File: config.mk
export PLATFORM = sky130hd
export DESIGN_NAME = acumulador
export DESIGN_NICKNAME = d
export VERILOG_FILES = /design/src/rtl/acumulador.sv
export SDC_FILE = /design/constraint.sdc
export NUM_CORES = 1
export LEC_CHECK = 0
export CAP_MARGIN = 0
export CORE_MARGIN = 5
export CORE_UTILIZATION = 53
export DETAILED_ROUTE_END_ITERATION = 6
export GPL_TIMING_DRIVEN = 0
export PLACE_DENSITY = 0.82
export SYNTH_ARGS = -nofsm -noshare
export SYNTH_HDL_FRONTEND = slang
export SYNTH_SLANG_ARGS = --single-unit
File: constraint.sdc
create_clock -name clock -period 3.91 [get_ports clock]
set_clock_uncertainty 0.05 [all_clocks]
set_input_delay 0.5865 -clock clock [delete_from_list [all_inputs] [get_ports clock]]
set_output_delay 0.5865 -clock clock [all_outputs]
set_load 0.01 [all_outputs]
File: src/rtl/acumulador.sv
// Purpose : sums a block of n_samples unsigned samples and presents the total with its sample count.
// Latency : one cycle; out_valid is set by the edge that accepts the last sample of a block.
// Backpressure: in_ready drops while a result is held; the result stays stable until out_ready consumes it.
//
// Ports:
//   clock, reset          - rising-edge clock, synchronous active-high reset
//   in_valid/in_ready     - sample handshake, in_data carries the sample
//   n_samples             - block length (0 means 2^CNT_W), taken on the first beat only
//   out_valid/out_ready   - result handshake, out_sum/out_count carry the result
module acumulador #(
   parameter int DATA_W = 44,
   parameter int CNT_W  = 8
) (
   input  logic                    clock,
   input  logic                    reset,
   input  logic                    in_valid,
   output logic                    in_ready,
   input  logic [DATA_W-1:0]       in_data,
   input  logic [CNT_W-1:0]        n_samples,
   output logic                    out_valid,
   input  logic                    out_ready,
   output logic [DATA_W+CNT_W-1:0] out_sum,
   output logic [CNT_W:0]          out_count
);

   localparam int ACC_W = DATA_W + CNT_W;
   localparam logic [CNT_W:0] CNT_ONE = {{CNT_W{1'b0}}, 1'b1};
   localparam logic [CNT_W:0] CNT_MAX = {1'b1, {CNT_W{1'b0}}};

   typedef enum logic [1:0] {IDLE, ACCUM, HOLD} state_t;

   state_t           state;
   state_t           state_next;
   logic [ACC_W-1:0] acc;
   logic [CNT_W:0]   cnt;
   logic [CNT_W:0]   target;
   logic [CNT_W:0]   cnt_inc;
   logic [CNT_W:0]   first_target;
   logic             accept;
   logic             consume;

   assign accept  = in_valid & in_ready;
   assign consume = out_valid & out_ready;
   assign cnt_inc = cnt + CNT_ONE;

   // A zero length encodes the largest block, which needs the extra counter bit.
   assign first_target = (n_samples == '0) ? CNT_MAX : {1'b0, n_samples};

   assign out_sum   = acc;
   assign out_count = cnt;

   always_ff @(posedge clock) begin
      if (reset) begin
         state <= IDLE;
      end else begin
         state <= state_next;
      end
   end

   // Handshake outputs decode the state register only, so there is no
   // combinational path from in_valid or out_ready to in_ready or out_valid.
   always_comb begin
      state_next = state;
      in_ready   = 1'b0;
      out_valid  = 1'b0;
      case (state)
         IDLE: begin
            in_ready = 1'b1;
            if (accept) begin
               state_next = (first_target == CNT_ONE) ? HOLD : ACCUM;
            end
         end
         ACCUM: begin
            in_ready = 1'b1;
            if (accept && (cnt_inc == target)) begin
               state_next = HOLD;
            end
         end
         HOLD: begin
            out_valid = 1'b1;
            if (consume) begin
               state_next = IDLE;
            end
         end
         default: begin
            state_next = IDLE;
         end
      endcase
   end

   // Accumulator is DATA_W+CNT_W wide, enough for 2^CNT_W full-scale samples.
   always_ff @(posedge clock) begin
      if (reset) begin
         acc    <= '0;
         cnt    <= '0;
         target <= '0;
      end else if (accept && (state == IDLE)) begin
         acc    <= {{CNT_W{1'b0}}, in_data};
         cnt    <= CNT_ONE;
         target <= first_target;
      end else if (accept && (state == ACCUM)) begin
         acc    <= acc + {{CNT_W{1'b0}}, in_data};
         cnt    <= cnt_inc;
      end
   end

endmodule

Word-level counts from Yosys, hierarchy flattened --
Cells that the tools add are included.
Operators by class: bitwise operators 2, multipliers 0, divide/modulo/power cells 0, equality and inequality tests 7, reductions and logical operators 9, shift operators 0, add/sub/neg operators 2, order comparisons 0, muxes and demuxes 12
Operator list (number):
- two-way mux 44 bit | 2
- adder 52 x 44 -> 52 bit | 1
- adder 9 x 1 -> 9 bit (second input constant) | 1
- == test 9 x 1 -> 1 bit (second input constant) | 1
- == test 9 bit | 1
- two-way mux 9 bit | 1
- zero test 8 bit | 1
- two-way mux 2 bit | 4
- inequality test 2 bit (second input constant) | 3
- one-hot mux 2 bit (3 select lines) | 1
- two-way mux 1 bit | 4
- OR reduction 2 bit | 2
- logical AND 1 bit | 3
- AND reduction 3 bit | 1
- bitwise AND 1 bit | 2
- == test 2 x 1 -> 1 bit (second input constant) | 1
- == test 2 bit (second input constant) | 1
- zero test 2 bit | 1
- nonzero test 2 bit | 1
Storage, ports and cells: flip-flop bits (word level) 72, bits of input ports 56, output and inout port bits 63, latch bits 0, logic and storage cells 38, bits in writable memories 0, bits in read-only memories 0, memories kept 0

Logic depth before layout (Yosys ltp) --
depth after elaboration 7, gate-level depth with buffers 10, mapped depth without buffers 10

Least setup slack after synthesis --
No wires, ideal clock.
kind input -> register, start in in_data[0], end reg acc[42], in the netlist out_sum[42], buffers on the path 0, setup time 0.136 ns, data arrival time 2.736 ns, slack 0.987 ns, data required time 3.724 ns, cell stages on the path 10, path through ha_1 fa_1 a211oi_1 o211ai_1 nand4_1 nand2_1 a311o_1 a211o_1 xnor2_1 o22ai_1
Between the ends: cells in the longest elaborated chain, start to end 3
RTL lines:
- start: declaration | line 18 | input logic [DATA_W-1:0] in_data,
- adder 52 x 44 -> 52 bit | line 102 | acc <= acc + {{CNT_W{1'b0}}, in_data};
- two-way mux 44 bit | line 101 | end else if (accept && (state == ACCUM)) begin
- two-way mux 44 bit | line 97 | end else if (accept && (state == IDLE)) begin
- end signal: assignment | line 98 | acc <= {{CNT_W{1'b0}}, in_data};
- end signal: assignment | line 102
- end: declaration | line 34 | logic [ACC_W-1:0] acc;
No other way between the ends. The select of a mux whose other input is x is not followed. A chain may end at the register's enable or synchronous reset.

Worst setup path after layout --
Ends and elaborated chain as after synthesis.

==> results.sh <==
export IMPL_clockBufferDepth=2
export IMPL_cts_root_buf="clkbuf_16"
export IMPL_cts_resized=0
export IMPL_grt_first_pass_wirelength_mm=32.6
export IMPL_final_setup_viol_count=0
export IMPL_clkPwrFrac_pct=29.6
export IMPL_tightest_slew_ns=0.702
export IMPL_fp_dieW_um=116
export IMPL_ys_seq_area_share_pct=24.1
export IMPL_drv_cap=0
export IMPL_antenna_found_initial=0
export IMPL_worstSetupPathType="in -> reg"
export IMPL_seqCellArea_um2=1440
export IMPL_numClockSinks=72
export IMPL_swShare_pct=38.3
export IMPL_final_core_util_pct=69.9
export IMPL_yosysTopAreaCell="dfxtp_1"
export IMPL_relSlewSlack_pct=53.2
export IMPL_p_leak_uw=0.00290
export IMPL_route_detailed_drc=0
export IMPL_synth_seq_cells=72
export IMPL_grt_pass1_vias=6571
export IMPL_wl_mm=20.2
export IMPL_vias=6771
export IMPL_synthToLayoutAreaGrowth_pct=27.7
export IMPL_whs_path_depth=2
export IMPL_min_delay_start="target[2]"
export IMPL_synth_commonest_cells="a21oi_1 (92), dfxtp_1 (72), nor2_1 (65)"
export IMPL_syn_area_um2=5990
export IMPL_synth_edff_count=0
export IMPL_end_kind="flip-flop"
export IMPL_r2r_end="out_sum[42]"
export IMPL_clock_latency_ns=0.35
export IMPL_path_max_fanout=6
export IMPL_fmax_mhz=284
export IMPL_n_antenna_cell=0
export IMPL_arrival_ns=3.68
export IMPL_fin_nets=1008
export IMPL_synth_nets=879
export IMPL_combinationalPowerShare_pct=40.7
export IMPL_htreeDepth=3
export IMPL_row_count=38
export IMPL_cts_tree="yes"
export IMPL_ios=119
export IMPL_worst_setup_path_start_kind="input port"
export IMPL_die_area_um2=13500
export IMPL_crit_required_ns=4.07
export IMPL_reg2regPathDepth=10
export IMPL_finalHoldViolCount=0
export IMPL_wl_per_cell_um=19.2
export IMPL_synth_cell_types=60
export IMPL_hp_class="reg -> reg"
export IMPL_yosys_top_cells_area="dfxtp_1 (24%), ha_1 (9.4%), a21oi_1 (7.7%)"
export IMPL_io_buffers=118
export IMPL_fin_tns_setup_ns=0
export IMPL_power_frac_seq_pct=29.6
export IMPL_die_y_um=116
export IMPL_status="completed"
export IMPL_p_switching_uw=1130
export IMPL_syn_area_per_cell_um2=7.71
export IMPL_cts_setup_buffers=0
export IMPL_synth_async_reset_ratio_pct=0
export IMPL_yosysTopAreaCellShare_pct=24.1
export IMPL_path_clk_slew_ns=0.06
export IMPL_synth_ff_type="dfxtp_1"
export IMPL_vias_per_cell=6.44
export IMPL_drive_above_1_share_pct=3.73
export IMPL_core_area_um2=10900
export IMPL_syn_inst=777
export IMPL_powerDensity_nw_per_um2=386
export IMPL_period_minus_slack_ns=3.52
export IMPL_fin_crit_sh_pct=90.1
export IMPL_final_antenna_net_count=0
export IMPL_multi_input_comb_area_um2=4320
export IMPL_r2r_setup_slack_ns=0.74
export IMPL_yosys_warnings=0
export IMPL_cts_hold_buffers_added=0
export IMPL_grtUsageTotal_pct=29.9
export IMPL_start_util_pct=54.8
export IMPL_grt_max_degree=15
export IMPL_dr_first_iter_drc_count=604
export IMPL_p_int_uw=1820
export IMPL_hold_end="target[2]"
export IMPL_rsz0062_at_grt="no"
export IMPL_reg2reg_from="out_sum[0]"
export IMPL_fill_cells=939
export IMPL_yosysMostFrequentCell="a21oi_1"
export IMPL_grt_overflow=0
export IMPL_slew_viol_final=0
export IMPL_cts_made_buffers=9
export IMPL_ir_worst_vdd_mv=0.302
export IMPL_routabilityCongestion=0.971
export IMPL_dr_pass1_iters=6
export IMPL_place_hpwl_mm=15.5
worst max-delay path, cell delays in order:
cell and delay (ns):
clkdlybuf4s50_1 0.42, ha_1 0.28, fa_1 0.45, a211oi_1 0.32
o211ai_1 0.24, nand4_1 0.13, nand2_1 0.20, a311o_1 0.47
a211o_1 0.34, xnor2_1 0.16, o22ai_1 0.08
registers in the layout, summed over array words and instances (netlist names):
name,cells
out_count,9
state,2
target,9
out_sum,52
final cells by class:
cell class / instances / area share [%]
inverters: 12 / 0.589
well taps: 140 / 2.29
clock buffers: 9 / 2.94
flip-flops and latches: 72 / 18.8
clock inverters: 7 / 1.03
repair buffers: 118 / 15.4
multi-input cells: 646 / 56.5
plain buffers: 47 / 2.36
placed cells by master (no fill, tap or decap), types with 12 or more instances in the layout:
master,netlist,final
a221oi_1,14,14
nand2_1,64,64
ha_1,45,45
o21ai_0,35,35
a21oi_1,92,92
a21o_1,18,18
clkbuf_1,39,39
o211ai_1,12,12
nor3_1,12,12
clkdlybuf4s50_1,0,118
inv_1,12,12
mux2i_1,12,12
xnor2_1,37,37
nand4_1,20,20
dfxtp_1,72,72
nor2_1,65,65
nand3_1,15,15
a211oi_1,13,13
xor2_1,21,21
o22ai_1,22,22
nor3b_1,36,36
per-stage QoR:
stage	total power [µW]	cell area, µm²	setup WS (ns)	instances	hold WS (ns)
3_3_place_gp	2030	7340	0.137	1035	0.405
2_1_floorplan	1650	5990	0.987	777	0.398
5_1_grt	3100	7650	0.230	1051	0.457
4_1_cts	2930	7650	0.439	1051	0.422
6_report	2950	7650	0.388	1051	0.427
3_5_place_dp	2060	7340	0.102	1035	0.414
routing by layer:
layer | up-vias | track usage, % | share of wire (%) | routed length (µm)
met5 | - | 0 | 0 | 0
met4 | 0 | 9.98 | 1.8 | 359
met3 | 36 | 4.35 | 7.5 | 1510
met2 | 328 | 48.7 | 47 | 9540
met1 | 3203 | 40.7 | 44 | 8820
li1 | 3204 | - | - | -
power groups by stage:
stage	combinational [µW]	sequential, µW	clock, µW
final	1200	875	876
after global routing	1310	884	909
after global placement	1150	883	0
after CTS	1180	873	876
after floorplan	748	901	0
after detailed placement	1170	888	0
cell families (layout without fill, tap and decap cells):
logic type	Yosys count	after routing	share of synthesized area (%)
compound gates	258	258	27.8
mux	12	12	2.01
xor+xnor	58	58	8.48
flops	72	72	24.1
fa+ha+maj	46	46	9.74
buf+inv	59	193	3.76
simple gates	272	272	24.2
worst max-delay path by stage:
stage	start	cells after the start	end	slack, ns
finish	in_data[0]	11	out_sum[42]	0.39
global route	in_data[0]	11	out_sum[42]	0.23
CTS	in_data[0]	11	out_sum[42]	0.44
detailed placement	in_data[0]	11	out_sum[42]	0.10
global placement	in_data[0]	11	out_sum[42]	0.14
floorplan	in_data[0]	10	out_sum[42]	0.99
Power figures use the tool's default switching activity.
